--- src/rtl/fetch_pkg.sv ---
// Shared constants and state encoding for the instruction-fetch sequencer.
package fetch_pkg;

  localparam int unsigned ADDR_W  = 12;
  localparam int unsigned TGT_W   = 8;
  localparam int unsigned INSTR_W = 32;

  localparam logic [ADDR_W-1:0] RESET_PC = 12'h000;

  typedef enum logic [1:0] {
    IDLE,
    REQ,
    DELIVER,
    HALTED
  } fetch_state_t;

endpackage

--- src/rtl/fetch_next_pc.sv ---
// Next-PC mux: zero-extended branch target or sequential pc+1 with natural wrap.
module fetch_next_pc #(
  parameter int unsigned ADDR_W = fetch_pkg::ADDR_W,
  parameter int unsigned TGT_W  = fetch_pkg::TGT_W
) (
  input  logic [ADDR_W-1:0] pc,
  input  logic [TGT_W-1:0]  branch_target,
  input  logic              pc_sel,
  output logic [ADDR_W-1:0] next_pc
);

  always_comb begin
    if (pc_sel) begin
      next_pc = {{(ADDR_W-TGT_W){1'b0}}, branch_target};
    end else begin
      next_pc = pc + 1'b1;
    end
  end

endmodule

--- src/rtl/fetch_sequencer.sv ---
// Instruction-fetch sequencer: PC ownership, imem req/ack, decode delivery, branch squash.
// Optional perf counters (fetch_cnt/squash_cnt) are enabled by defining FETCH_PERF_CNT_EN.
module fetch_sequencer #(
  parameter int unsigned        ADDR_W   = fetch_pkg::ADDR_W,
  parameter int unsigned        TGT_W    = fetch_pkg::TGT_W,
  parameter int unsigned        INSTR_W  = fetch_pkg::INSTR_W,
  parameter logic [ADDR_W-1:0]  RESET_PC = fetch_pkg::RESET_PC
) (
  input  logic               clk,
  input  logic               rst,
  input  logic               branch_taken,
  input  logic [TGT_W-1:0]   branch_target,
  input  logic               stall,
  input  logic               halt,
  output logic               imem_req,
  output logic [ADDR_W-1:0]  imem_addr,
  input  logic               imem_ack,
  input  logic [INSTR_W-1:0] imem_rdata,
  output logic               pc_sel,
  output logic               instr_valid,
  output logic [INSTR_W-1:0] instr,
  output logic [ADDR_W-1:0]  instr_pc,
`ifdef FETCH_PERF_CNT_EN
  output logic [15:0]        fetch_cnt,
  output logic [15:0]        squash_cnt,
`endif
  output logic               halted
);

  import fetch_pkg::*;

  fetch_state_t       state;
  logic [ADDR_W-1:0]  pc;
  logic [ADDR_W-1:0]  next_pc;
  logic               squash;
  logic [TGT_W-1:0]   pend_tgt;
  logic               ack_hit;
  logic               load_pend;
  logic               mux_sel;
  logic [TGT_W-1:0]   mux_tgt;

  assign imem_addr = pc;
  assign pc_sel    = branch_taken & (state != HALTED);
  assign ack_hit   = (state == REQ) & imem_req & imem_ack;

  // A redirect seen while a request is in flight is parked in pend_tgt and
  // applied on that request's ack; a same-cycle branch overrides it.
  assign load_pend = ack_hit & squash & ~branch_taken;
  assign mux_sel   = pc_sel | load_pend;
  assign mux_tgt   = branch_taken ? branch_target : pend_tgt;

  fetch_next_pc #(
    .ADDR_W (ADDR_W),
    .TGT_W  (TGT_W)
  ) u_next_pc (
    .pc            (pc),
    .branch_target (mux_tgt),
    .pc_sel        (mux_sel),
    .next_pc       (next_pc)
  );

  always_ff @(posedge clk or posedge rst) begin
    if (rst) begin
      state       <= IDLE;
      pc          <= RESET_PC;
      squash      <= 1'b0;
      pend_tgt    <= '0;
      imem_req    <= 1'b0;
      instr_valid <= 1'b0;
      instr       <= '0;
      instr_pc    <= '0;
      halted      <= 1'b0;
    end else begin
      case (state)
        IDLE: begin
          if (branch_taken) pc <= next_pc;
          state    <= REQ;
          imem_req <= 1'b1;
        end
        REQ: begin
          if (!imem_req) begin
            // Re-request gap after a discarded response: nothing outstanding.
            if (branch_taken) pc <= next_pc;
            imem_req <= 1'b1;
          end else if (imem_ack) begin
            imem_req <= 1'b0;
            if (squash || branch_taken) begin
              pc     <= next_pc;
              squash <= 1'b0;
            end else begin
              instr       <= imem_rdata;
              instr_pc    <= pc;
              instr_valid <= 1'b1;
              state       <= DELIVER;
            end
          end else if (branch_taken) begin
            squash   <= 1'b1;
            pend_tgt <= branch_target;
          end
        end
        DELIVER: begin
          if (branch_taken) begin
            instr_valid <= 1'b0;
            pc          <= next_pc;
            state       <= REQ;
            imem_req    <= 1'b1;
          end else if (!stall) begin
            instr_valid <= 1'b0;
            pc          <= next_pc;
            if (halt) begin
              state  <= HALTED;
              halted <= 1'b1;
            end else begin
              state    <= REQ;
              imem_req <= 1'b1;
            end
          end
        end
        HALTED: begin
          halted <= 1'b1;
        end
        default: state <= IDLE;
      endcase
    end
  end

`ifdef FETCH_PERF_CNT_EN
  logic consume;
  logic discard;

  assign consume = (state == DELIVER) & ~branch_taken & ~stall;
  assign discard = (ack_hit & (squash | branch_taken)) |
                   ((state == DELIVER) & branch_taken);

  always_ff @(posedge clk or posedge rst) begin
    if (rst) begin
      fetch_cnt  <= '0;
      squash_cnt <= '0;
    end else begin
      if (consume && fetch_cnt != '1)  fetch_cnt  <= fetch_cnt + 1'b1;
      if (discard && squash_cnt != '1) squash_cnt <= squash_cnt + 1'b1;
    end
  end
`endif

endmodule

--- config.mk ---
export PLATFORM = sky130hd
export DESIGN_NAME = fetch_sequencer
export DESIGN_NICKNAME = d
export VERILOG_FILES = /design/src/rtl/fetch_pkg.sv /design/src/rtl/fetch_next_pc.sv /design/src/rtl/fetch_sequencer.sv
export SDC_FILE = /design/constraint.sdc
export NUM_CORES = 1
export LEC_CHECK = 0
export ABC_AREA = 0
export CAP_MARGIN = 20
export CORE_MARGIN = 1.5
export CORE_UTILIZATION = 30
export DETAILED_ROUTE_END_ITERATION = 16
export PLACE_DENSITY = 0.61
export REMOVE_ABC_BUFFERS = 1
export SYNTH_ARGS = -nofsm -noshare
export SYNTH_HDL_FRONTEND = slang
export SYNTH_SLANG_ARGS = --single-unit
--- constraint.sdc ---
create_clock -name clk -period 3.6 [get_ports clk]
set_clock_uncertainty 0.1 [all_clocks]
set_input_delay 0.36 -clock clk [delete_from_list [all_inputs] [get_ports clk]]
set_output_delay 0.36 -clock clk [all_outputs]
set_load 0.02 [all_outputs]
# Word-level counts from Yosys, hierarchy flattened
# Index checks and enable logic that the tools add are counted.
dict set report totals {
  register_bits 70
  in_bits 46
  elab_cells 83
}
dict set report classes {
  add_sub_neg 1
  eq_ne 15
  mux 35
  n_bitwise 9
  n_reduce_logical 14
}
# op count
set op_table {}
lappend op_table {{$mux 12} 7}
lappend op_table {{$pmux 12 s3} 1}
lappend op_table {{$mux 1} 16}
lappend op_table {{$reduce_and 4->1} 4}
lappend op_table {{$ne 2x2->1 const B} 7}
lappend op_table {{$add 12x1->12 const B} 1}
lappend op_table {{$mux 2} 6}
lappend op_table {{$reduce_and 5->1} 2}
lappend op_table {{$ne 3x3->1 const B} 3}
lappend op_table {{$mux 8} 1}
lappend op_table {{$pmux 2 s3} 1}
lappend op_table {{$reduce_and 3->1} 2}
lappend op_table {{$reduce_bool 2->1} 3}
lappend op_table {{$and 1x1->1} 5}
lappend op_table {{$eq 2x2->1 const B} 2}
lappend op_table {{$pmux 1 s2} 2}
lappend op_table {{$ne 3x2->1 const B} 1}
lappend op_table {{$not 1->1} 3}
lappend op_table {{$pmux 1 s3} 1}
lappend op_table {{$reduce_bool 3->1} 1}
lappend op_table {{$eq 2x1->1 const B} 1}
lappend op_table {{$logic_not 2->1} 1}
lappend op_table {{$ne 2x1->1 const B} 1}
lappend op_table {{$logic_or 1x1->1} 1}
lappend op_table {{$or 1x1->1} 1}

# Logic depth before layout (Yosys ltp)
# Gate-level depths: netlist (run 1).
dict set report depth {
  word_depth 11
  mapped_depth 7
}

# Modules after synthesis
# Synthesis (run 1) repeated with hierarchy kept, for this count alone.
dict set report hier_totals {
  hier_cells 244
  hier_area_um2 3226.8
}
# module n_inst cells_each area_per_inst_um2
set by_module_without_submodules {}
lappend by_module_without_submodules {fetch_sequencer 1 192 2907.8}
lappend by_module_without_submodules {fetch_next_pc 1 52 319.1}

# Worst setup path after synthesis (run 1)
# No wires, ideal clock.
dict set report synth_timing {
  path_kind {register to register}
  startpoint {register state[0]}
  endpoint {register pc[4] (netlist: imem_addr[4])}
  setup_time_ns 0.122
  arrival_ns 1.741
  required_ns 3.378
  path_slack_ns 1.637
  path_stages_with_launch 7
  path_cell_list {dfrtp_1 > inv_1 > ha_1 > and3b_1 > a311o_1 > a311o_1 > a32o_1}
}
dict set report synth_via {
  elab_chain_cells 11
}
# item line
set synth_rtl {}
lappend synth_rtl {{from (decl)} fetch_sequencer.sv:32} ;# fetch_state_t state;
lappend synth_rtl {{from (signal assigned)} fetch_sequencer.sv:64} ;# state <= IDLE;
lappend synth_rtl {{from (signal assigned)} fetch_sequencer.sv:77} ;# state <= REQ;
lappend synth_rtl {{from (signal assigned)} fetch_sequencer.sv:94} ;# state <= DELIVER;
lappend synth_rtl {{$eq 2x1->1} {fetch_sequencer.sv:44, fetch_sequencer.sv:74}}
lappend synth_rtl {{$and 1x1->1 (2 in series)} fetch_sequencer.sv:44} ;# assign ack_hit = (state == REQ) & imem_req & imem_ack;
lappend synth_rtl {{$and 1x1->1 (2 in series)} fetch_sequencer.sv:48} ;# assign load_pend = ack_hit & squash & ~branch_taken;
lappend synth_rtl {{$or 1x1->1} fetch_sequencer.sv:49} ;# assign mux_sel = pc_sel | load_pend;
lappend synth_rtl {{$mux 12} fetch_next_pc.sv:13} ;# if (pc_sel) begin
lappend synth_rtl {{$mux 12} fetch_sequencer.sv:87} ;# if (squash || branch_taken) begin
lappend synth_rtl {{$mux 12} fetch_sequencer.sv:85} ;# end else if (imem_ack) begin
lappend synth_rtl {{$mux 12} fetch_sequencer.sv:81} ;# if (!imem_req) begin
lappend synth_rtl {{$pmux 12 s3} fetch_sequencer.sv:74} ;# case (state)
lappend synth_rtl {{to (signal assigned)} fetch_sequencer.sv:76} ;# if (branch_taken) pc <= next_pc;
lappend synth_rtl {{to (signal assigned)} fetch_sequencer.sv:83} ;# if (branch_taken) pc <= next_pc;
lappend synth_rtl {{to (signal assigned)} fetch_sequencer.sv:88} ;# pc <= next_pc;
lappend synth_rtl {{to (decl)} fetch_sequencer.sv:33} ;# logic [ADDR_W-1:0] pc;
# Several ways; a longest one is shown, not always the timed one. The select of a mux whose other input is x is not followed.
# A chain may end at the register's enable or synchronous reset.

# Final worst setup path (run 1)
dict set report layout_timing {
  startpoint {register state[1]}
  endpoint {register pc[9] (netlist: imem_addr[9])}
}
# The elaborated chain is that of the path after synthesis.

==> flow_metrics.env, run 1 <==
export IMPL_post_cts_resized=0
export IMPL_synth_fa_ha_area_frac=0.0153
export IMPL_diodes=0
export IMPL_drv_slew=0
export IMPL_ys_top_cells_by_count="70 x dfrtp_1, 51 x mux2_2, 16 x nand2_1"
export IMPL_gp_congestion=0.765
export IMPL_drt_iter0_drc=176
export IMPL_synth_compound_area_frac=0.122
export IMPL_tightest_slew_ns=0.841
export IMPL_io_pins=106
export IMPL_num_rows=37
export IMPL_cts_buffer_depth=2
export IMPL_power_share_clock=0.172
export IMPL_area_growth_pct=44.6
export IMPL_yosys_area_share_simple=0.106
export IMPL_wirelength_mm=8.55
export IMPL_root_buffer="clkbuf_8"
export IMPL_vdd_drop_max_mv=0.399
export IMPL_fin_crit_ns=2.77
export IMPL_combPwrFrac=0.502
export IMPL_crit_path_end_kind="register"
export IMPL_synth_seq_cells=70
export IMPL_drive_gt1_frac=0.218
export IMPL_grt_overflow_total=0
export IMPL_dpl_hpwl_mm=6.34
export IMPL_fillerInstances=987
export IMPL_post_cts_buffers=0
export IMPL_start_kind="register"
export IMPL_cp_required_ns=3.75
export IMPL_drc=0
export IMPL_dieArea_um2=11500
export IMPL_vias=2579
export IMPL_hold_viol=0
export IMPL_coreArea_um2=10400
export IMPL_via_per_inst=5.00
export IMPL_ant_nets=0
export IMPL_placed_cell_area_um2=4490
export IMPL_status="finished clean"
export IMPL_worst_setup_path_type="register to register"
export IMPL_synth_area_leaders="dfrtp_1 54%, mux2_2 18%, a32o_1 1.8%, mux2i_1 1.8%, nand2_1 1.8%"
export IMPL_grt_pass1_vias=2660
export IMPL_clock_sinks=70
export IMPL_maxCapViolCount=0
export IMPL_ys_async_sr_fraction=1.00
export IMPL_synth_area_mux_share=0.195
export IMPL_numCtsBuffers=9
export IMPL_switchingPower_w=0.00170
export IMPL_synth_top_family_by_area="multiplexers"
export IMPL_post_place_ws_ns=0.793
export IMPL_synth_edf_count=0
export IMPL_cp_slowest_cell="o21ai_1"
export IMPL_synth_top_area_frac=0.537
export IMPL_htree_levels=3
export IMPL_power_w=0.00430
export IMPL_clk_pin_slew_worst_paths_ns=0.09
export IMPL_setup_violations=0
export IMPL_intPower_w=0.00260
export IMPL_port_buffers=105
export IMPL_crit_chain="inv_1, ha_1, nand4b_1, o21ai_1, o311ai_0, a22o_1"
export IMPL_min_path_type="primary input to async pin"
export IMPL_synth_warnings=0
export IMPL_path_max_fanout=12
export IMPL_grt_max_degree=38
export IMPL_die_x_um=107
export IMPL_tns_ns=0
export IMPL_postSynthAreaPerCell_um2=12.4
export IMPL_cts_tree="built"
export IMPL_synthCells=264
export IMPL_grt_pass1_wl_mm=13.8
export IMPL_final_area_um2=4710
export IMPL_p_leak_nw=1.93
export IMPL_synth_cell_type_count=51
export IMPL_cp_top_family="compound AO/OA/AOI/OAI gates"
export IMPL_min_period_over_period=0.769
export IMPL_cpPeakStageDelay_ns=0.74
export IMPL_syn_area_um2=3260
export IMPL_yosysMostFrequentCell="dfrtp_1"
export IMPL_fin_nets=425
export IMPL_slew_headroom=0.436
export IMPL_ctsHoldBuffers=0
export IMPL_drt_pass1_iterations=4
export IMPL_cp_buffers_inverters=1
export IMPL_power_density_nw_per_um2=911
export IMPL_clock_latency_ns=0.35
export IMPL_timing_fmax_ghz=0.361
export IMPL_synth_ff_type="dfrtp_1"
export IMPL_power_frac_seq=0.327
export IMPL_antenna_found_initial=0
export IMPL_die_y_um=107
export IMPL_worstPathArrival_ns=2.91
export IMPL_wl_per_cell_um=16.6
export IMPL_synth_xor_area_frac=0
export IMPL_yosysSeqAreaShare=0.537
export IMPL_fin_ws_ns=0.832
export IMPL_synth_area_leader_cell="dfrtp_1"
export IMPL_rsz0062_at_grt="false"
export IMPL_grtUsageTotal=0.156
export IMPL_start_util=0.313
export IMPL_sw_frac_of_total=0.396
-- worst register-to-register path: stages, from the launching register on --
cell      delay (ns)
dfrtp_1         0.43
inv_1           0.08
ha_1            0.39
nand4b_1        0.30
o21ai_1         0.74
o311ai_0        0.33
a22o_1          0.30
-- final timing paths --
| path | startpoint | end | slack (ns) | cells after the start |
|---|---|---|---|---|
| worst max register to register | state[1] | imem_addr[9] | 0.83 | 6 |
| worst min register to register | halted | halted | 0.39 | 2 |
| min in group clk | halted | halted | 0.39 | 2 |
| worst min-delay path | rst | instr[22] | 0.37 | 2 |
| max in group asynchronous | rst | squash | 2.27 | 3 |
| worst max-delay path | state[1] | imem_addr[9] | 0.83 | 6 |
-- flip-flops by register name (all words and copies together), names as in the netlist --
signal       cells
instr           32
imem_addr       12
instr_pc        12
pend_tgt         8
state            2
halted           1
imem_req         1
instr_valid      1
squash           1
-- layout make-up --
cell class / instances / area [um^2] / area share
Inverter: 10 / 37.5 / 0.00796
Multi-Input combinational cell: 175 / 1430 / 0.304
Clock inverter: 7 / 105 / 0.0223
Timing Repair Buffer: 109 / 1090 / 0.232
Tap cell: 136 / 170 / 0.0361
Clock buffer: 9 / 124 / 0.0263
Sequential cell: 70 / 1750 / 0.372
-- metal layers --
| layer | vias to the layer above | global-route usage | wire length [um] |
|---|---|---|---|
| met5 | - | 0 | 0 |
| li1 | 1224 | - | - |
| met2 | 57 | 0.271 | 4590 |
| met1 | 1288 | 0.189 | 3560 |
| met3 | 10 | 0.0400 | 293 |
| met4 | 0 | 0.0495 | 105 |
-- power by group through the flow --
| stage | Combinational [W] | Sequential (W) | Clock [W] |
|---|---|---|---|
| 2_1_floorplan | 0.000928 | 0.00171 | 0 |
| 3_3_place_gp | 0.00213 | 0.00141 | 0 |
| 3_5_place_dp | 0.00216 | 0.00142 | 0 |
| 4_1_cts | 0.00218 | 0.00141 | 0.000760 |
| 5_1_grt | 0.00232 | 0.00146 | 0.000790 |
| 6_report | 0.00216 | 0.00140 | 0.000738 |
-- placed cells by master, fill, tap and decap left out, types with 2 or more instances in the layout --
cell type,instances
inv_6,2
inv_1,8
nor4_1,3
nand2_1,16
mux2_2,51
a21o_1,2
o221a_2,2
inv_2,2
nand2b_1,2
a22o_1,2
ha_1,4
dfrtp_1,70
nand3b_1,2
o211ai_1,2
nor3_1,8
or3_1,2
a221o_1,2
bufinv_16,2
o2bb2ai_1,2
buf_4,3
a311o_1,2
mux2i_1,6
clkdlybuf4s50_1,105
o311ai_0,3
nand3_1,6
nor2_1,10
o21ai_1,2
clkbuf_8,9
or4_1,2
a32o_1,6
a21oi_1,6
o21ai_0,10
-- stage by stage --
step           utilization  hold slack, ns  cells
2_1_floorplan            -           0.369    255
3_3_place_gp         0.431           0.387    500
3_5_place_dp         0.431           0.381    500
4_1_cts              0.453           0.384    516
5_1_grt              0.453           0.415    516
6_report             0.453           0.372    516
-- cell families after synthesis --
group                    after synthesis
adder cells (fa/ha/maj)                4
AND/OR/NAND/NOR                       63
AO/OA/AOI/OAI                         51
buffers and inverters                 19
flip-flops                            70
multiplexers                          57
Power figures use the tool's default switching activity.
==> run 2: changes to the inputs <==
PLACE_DENSITY = 0.63   (was 0.61)
clock period = 2.34 ns   (was 3.6 ns; I/O delays follow)
==> run 2 against run 1 <==
Worst hold slack got worse by 0.16 ns. Combinational power rose by 63%. Flip-flop and latch count did not move. Highest routed layer unchanged. Core utilization rose by 0.26 points. Final area rose by 0.58%. Sequential power rose by 52%.
==> flow_metrics.env, run 2 (synthesized netlist as in run 1, its figures left out) <==
export IMPL_min_path_type="primary input to async pin"
export IMPL_reg2reg_depth=6
export IMPL_combPwrFrac=0.544
export IMPL_worst_setup_path_type="register to register"
export IMPL_coreArea_um2=10400
export IMPL_fillerInstances=996
export IMPL_fin_nets=435
export IMPL_fin_ws_ns=0.164
export IMPL_start_kind="register"
export IMPL_cts_buffer_depth=2
export IMPL_maxCapViolCount=0
export IMPL_vdd_drop_max_mv=0.612
export IMPL_ant_nets=0
export IMPL_clock_sinks=70
export IMPL_clk_pin_slew_worst_paths_ns=0.07
export IMPL_cts_tree="built"
export IMPL_drc=0
export IMPL_grt_pass1_wl_mm=13.9
export IMPL_post_cts_buffers=0
export IMPL_reg2reg_slack_ns=0.16
export IMPL_grt_max_degree=38
export IMPL_diodes=0
export IMPL_path_max_fanout=7
export IMPL_largest_register_ffs=32
export IMPL_io_pins=106
export IMPL_power_share_clock=0.126
export IMPL_numCtsBuffers=9
export IMPL_die_x_um=107
export IMPL_antenna_found_initial=0
export IMPL_vias=2621
export IMPL_p_leak_nw=1.96
export IMPL_tns_ns=0
export IMPL_clock_latency_ns=0.34
export IMPL_port_buffers=105
export IMPL_dieArea_um2=11500
export IMPL_wl_per_cell_um=16.6
export IMPL_area_growth_pct=45.4
export IMPL_status="finished clean"
export IMPL_slew_headroom=0.675
export IMPL_post_place_ws_ns=-0.0170
export IMPL_rr_endpoint="imem_addr[4]"
export IMPL_fin_crit_ns=2.18
export IMPL_switchingPower_w=0.00259
export IMPL_worstPathArrival_ns=2.31
export IMPL_intPower_w=0.00387
export IMPL_setup_violations=0
export IMPL_via_per_inst=4.99
export IMPL_htree_levels=3
export IMPL_start_util=0.313
export IMPL_grtUsageTotal=0.155
export IMPL_cp_required_ns=2.48
export IMPL_regMostFlops="instr"
export IMPL_drt_iter0_drc=127
export IMPL_rsz0062_at_grt="false"
export IMPL_die_y_um=107
export IMPL_tightest_slew_ns=0.487
export IMPL_layout_common_cells="104 x clkdlybuf4s50_1, 70 x dfrtp_1, 51 x mux2_2"
export IMPL_dpl_hpwl_mm=6.44
export IMPL_num_rows=37
export IMPL_sw_frac_of_total=0.400
export IMPL_root_buffer="clkbuf_8"
export IMPL_drv_slew=0
export IMPL_r2r_start="state[0]"
export IMPL_drive_gt1_frac=0.234
export IMPL_crit_path_end_kind="register"
export IMPL_mostFrequentLayoutCell="clkdlybuf4s50_1"
export IMPL_power_frac_seq=0.330
export IMPL_postLayoutCoreUtil=0.455
export IMPL_drt_pass1_iterations=4
export IMPL_grt_overflow_total=0
export IMPL_gp_congestion=0.843
export IMPL_grt_pass1_vias=2735
export IMPL_power_density_nw_per_um2=1360
export IMPL_wirelength_mm=8.71
export IMPL_timing_fmax_ghz=0.459
export IMPL_holdWs_ns=0.211
export IMPL_hold_viol=0
export IMPL_min_period_over_period=0.930
==> run 2: cell count changes in the layout (fill, tap and decap cells not counted), sizes merged <==
cell / change
buf: +10
inv: -3
clkbuf: +1
clkdlybuf4s50: -1
clkinv: +3
dlymetal6s2s: +1
bufinv: -2
==> run 2: how the worst max path moves through the flow <==
stage	startpoint	to	slack [ns]	cells past startpoint
6_report	state[0]	imem_addr[4]	0.16	6
2_1_floorplan	state[1]	instr[0]	-0.48	5
3_3_place_gp	branch_taken	imem_addr[5]	0.07	6
4_1_cts	state[1]	pc_sel	0.01	4
3_5_place_dp	branch_taken	imem_addr[3]	-0.02	6
5_1_grt	state[0]	imem_addr[10]	0.02	6
==> run 2: final cells by class <==
type	count	area, um^2	share of cell area
multi-input cells	175	1440	0.304
well taps	136	170	0.0359
repair buffers	119	1180	0.250
clock inverters	5	27.5	0.00580
clock buffers	10	128	0.0269
inverters	10	37.5	0.00792
flip-flops and latches	70	1750	0.369
==> run 2: repair_timing <==
action | CTS | global route
hold buffers | 0 | 0
resized for setup | 0 | 2
endpoints found under the setup margin | 0 | 9
==> run 2: metrics by stage <==
stage | power [W] | instance area [um^2] | cells
after floorplan | 0.00406 | 3220 | 255
after global placement | 0.00559 | 4570 | 510
after detailed placement | 0.00564 | 4570 | 510
after CTS | 0.00650 | 4730 | 525
after global routing | 0.00688 | 4740 | 525
final | 0.00646 | 4740 | 525
==> run 2: power by group through the flow <==
stage	Combinational (W)	Sequential, W	Clock (W)
3_3_place_gp	0.00347	0.00212	0
4_1_cts	0.00351	0.00213	0.000852
2_1_floorplan	0.00143	0.00264	0
6_report	0.00352	0.00213	0.000814
5_1_grt	0.00377	0.00221	0.000890
3_5_place_dp	0.00350	0.00215	0
==> run 2: metal layers <==
layer / vias up / GRT usage / part of all wire
li1: 1230 / - / -
met1: 1311 / 0.202 / 0.44
met2: 62 / 0.254 / 0.51
met3: 18 / 0.0272 / 0.028
met4: 0 / 0.0667 / 0.028
met5: - / 0 / 0
==> run 2: critical path, stage by stage, from the launching register on <==
cell and delay [ns]:
dfrtp_1 0.38, inv_1 0.07, ha_1 0.26, and3b_1 0.27, a311o_1 0.47, a311o_1 0.32
a32o_1 0.20
==> run 3: changes to the inputs <==
PLACE_DENSITY = default   (was 0.63)
PLACE_DENSITY_LB_ADDON = 0.08   (was default)
==> run 3 against run 2 <==
Cell count rose by 1.5%. Final area increased by 1.2%. Via count about the same. Critical path type unchanged.
==> flow_metrics.env, run 3 (synthesized netlist as in run 1, its figures left out) <==
export IMPL_status="finished clean"
export IMPL_path_depth=6
export IMPL_cp_required_ns=2.52
export IMPL_rsz0062_at_grt="false"
export IMPL_start_util=0.313
export IMPL_rr_endpoint="imem_addr[3]"
export IMPL_tightest_slew_ns=0.531
export IMPL_grtUsageTotal=0.154
export IMPL_port_buffers=105
export IMPL_post_cts_buffers=0
export IMPL_io_pins=106
export IMPL_antenna_found_initial=0
export IMPL_p_leak_nw=1.99
export IMPL_worst_setup_path_type="register to register"
export IMPL_sw_frac_of_total=0.397
export IMPL_crit_chain="inv_1, ha_1, o21bai_1, a21o_1, o311ai_0, a32o_1"
export IMPL_dieArea_um2=11500
export IMPL_r2r_start="state[0]"
export IMPL_combPwrFrac=0.547
export IMPL_switchingPower_w=0.00260
export IMPL_maxCapViolCount=0
export IMPL_slew_headroom=0.645
export IMPL_cpPeakStageDelay_ns=0.47
export IMPL_die_x_um=107
export IMPL_start_kind="register"
export IMPL_diodes=0
export IMPL_numCtsBuffers=9
export IMPL_layout_common_cells="104 x clkdlybuf4s50_1, 70 x dfrtp_1, 51 x mux2_2"
export IMPL_dp_cells=518
export IMPL_postLayoutCoreUtil=0.461
export IMPL_min_period_over_period=0.930
export IMPL_fin_crit_ns=2.18
export IMPL_reg2reg_slack_ns=0.16
export IMPL_grt_max_degree=31
export IMPL_drt_iter0_drc=150
export IMPL_via_per_inst=4.92
export IMPL_instances_no_fill=533
export IMPL_coreArea_um2=10400
export IMPL_power_frac_seq=0.323
export IMPL_vdd_drop_max_mv=0.586
export IMPL_timing_fmax_ghz=0.460
export IMPL_grt_pass1_vias=2645
export IMPL_ctsHoldBuffers=0
export IMPL_intPower_w=0.00394
export IMPL_cp_buffers_inverters=1
export IMPL_clk_pin_slew_worst_paths_ns=0.08
export IMPL_drv_slew=0
export IMPL_htree_levels=3
export IMPL_cp_top_family="compound AO/OA/AOI/OAI gates"
export IMPL_clock_sinks=70
export IMPL_ant_nets=0
export IMPL_num_rows=37
export IMPL_die_y_um=107
export IMPL_cp_slowest_cell="o311ai_0"
export IMPL_mostFrequentLayoutCell="clkdlybuf4s50_1"
export IMPL_grt_pass1_wl_mm=13.6
export IMPL_power_density_nw_per_um2=1360
export IMPL_reg2reg_depth=6
export IMPL_fillerInstances=980
export IMPL_hold_viol=0
export IMPL_cts_tree="built"
export IMPL_wirelength_mm=8.41
export IMPL_regMostFlops="instr"
export IMPL_dpl_hpwl_mm=6.17
export IMPL_clock_latency_ns=0.34
export IMPL_largest_register_ffs=32
export IMPL_drc=0
export IMPL_gp_congestion=0.816
export IMPL_min_path_type="primary input to async pin"
export IMPL_setup_violations=0
export IMPL_drive_gt1_frac=0.254
export IMPL_root_buffer="clkbuf_8"
export IMPL_vias=2623
export IMPL_path_max_fanout=7
export IMPL_cts_buffer_depth=2
export IMPL_drt_pass1_iterations=5
export IMPL_worstPathArrival_ns=2.36
export IMPL_power_share_clock=0.130
export IMPL_fin_nets=443
export IMPL_area_growth_pct=47.2
export IMPL_wl_per_cell_um=15.8
export IMPL_crit_path_end_kind="register"
export IMPL_grt_overflow_total=0
==> run 3: worst register-to-register path, cell delays in order, from the launching register on <==
cell,delay [ns]
dfrtp_1,0.39
inv_1,0.08
ha_1,0.39
o21bai_1,0.21
a21o_1,0.29
o311ai_0,0.48
a32o_1,0.18
==> run 3: worst max path at each step <==
| stage | startpoint | to |
|---|---|---|
| after detailed placement | branch_taken | imem_addr[5] |
| after floorplan | state[1] | instr[0] |
| after global placement | branch_taken | imem_addr[5] |
| after global routing | state[0] | imem_addr[9] |
| after CTS | state[1] | instr[19] |
| final | state[0] | imem_addr[3] |
==> run 3: metal layers <==
metal / vias up / global-route usage / share of wire / wire length (um)
li1: 1261 / - / - / -
met3: 7 / 0.0315 / 0.052 / 436
met2: 69 / 0.242 / 0.48 / 4030
met5: - / 0 / 0 / 0
met1: 1286 / 0.207 / 0.46 / 3840
met4: 0 / 0.0629 / 0.012 / 105
==> run 3: what timing repair did <==
| action | CTS | global route |
|---|---|---|
| resized for setup | 1 | 1 |
| gates cloned | 0 | 0 |
| setup endpoints to repair | 1 | 2 |
==> run 3: stage by stage <==
step / setup TNS [ns] / instance area, um^2 / worst slack [ns] / hold WS, ns / total power [W]
final: 0 / 4800 / 0.164 / 0.141 / 0.00654
after global routing: 0 / 4800 / 0.0480 / 0.179 / 0.00698
after CTS: 0 / 4800 / 0.139 / 0.157 / 0.00661
after detailed placement: -0.0561 / 4630 / -0.0403 / 0.368 / 0.00573
after global placement: 0 / 4630 / 0.0305 / 0.365 / 0.00571
after floorplan: -21.03 / 3220 / -0.478 / 0.243 / 0.00406
==> run 3: power by group through the flow <==
stage	logic (W)	registers, W	clock network (W)
2_1_floorplan	0.00143	0.00264	0
3_3_place_gp	0.00359	0.00212	0
3_5_place_dp	0.00360	0.00213	0
4_1_cts	0.00361	0.00211	0.000885
5_1_grt	0.00386	0.00220	0.000931
6_report	0.00358	0.00211	0.000850
==> run 3: area by class of cell <==
type | instances | area (um^2) | share of cell area
clock buffer | 9 | 124 | 0.0258
inverter | 10 | 37.5 | 0.00782
sequential | 70 | 1750 | 0.365
timing repair buffer | 127 | 1240 | 0.258
tap | 136 | 170 | 0.0355
multi-input combinational | 175 | 1440 | 0.299
clock inverter | 6 | 40.0 | 0.00834
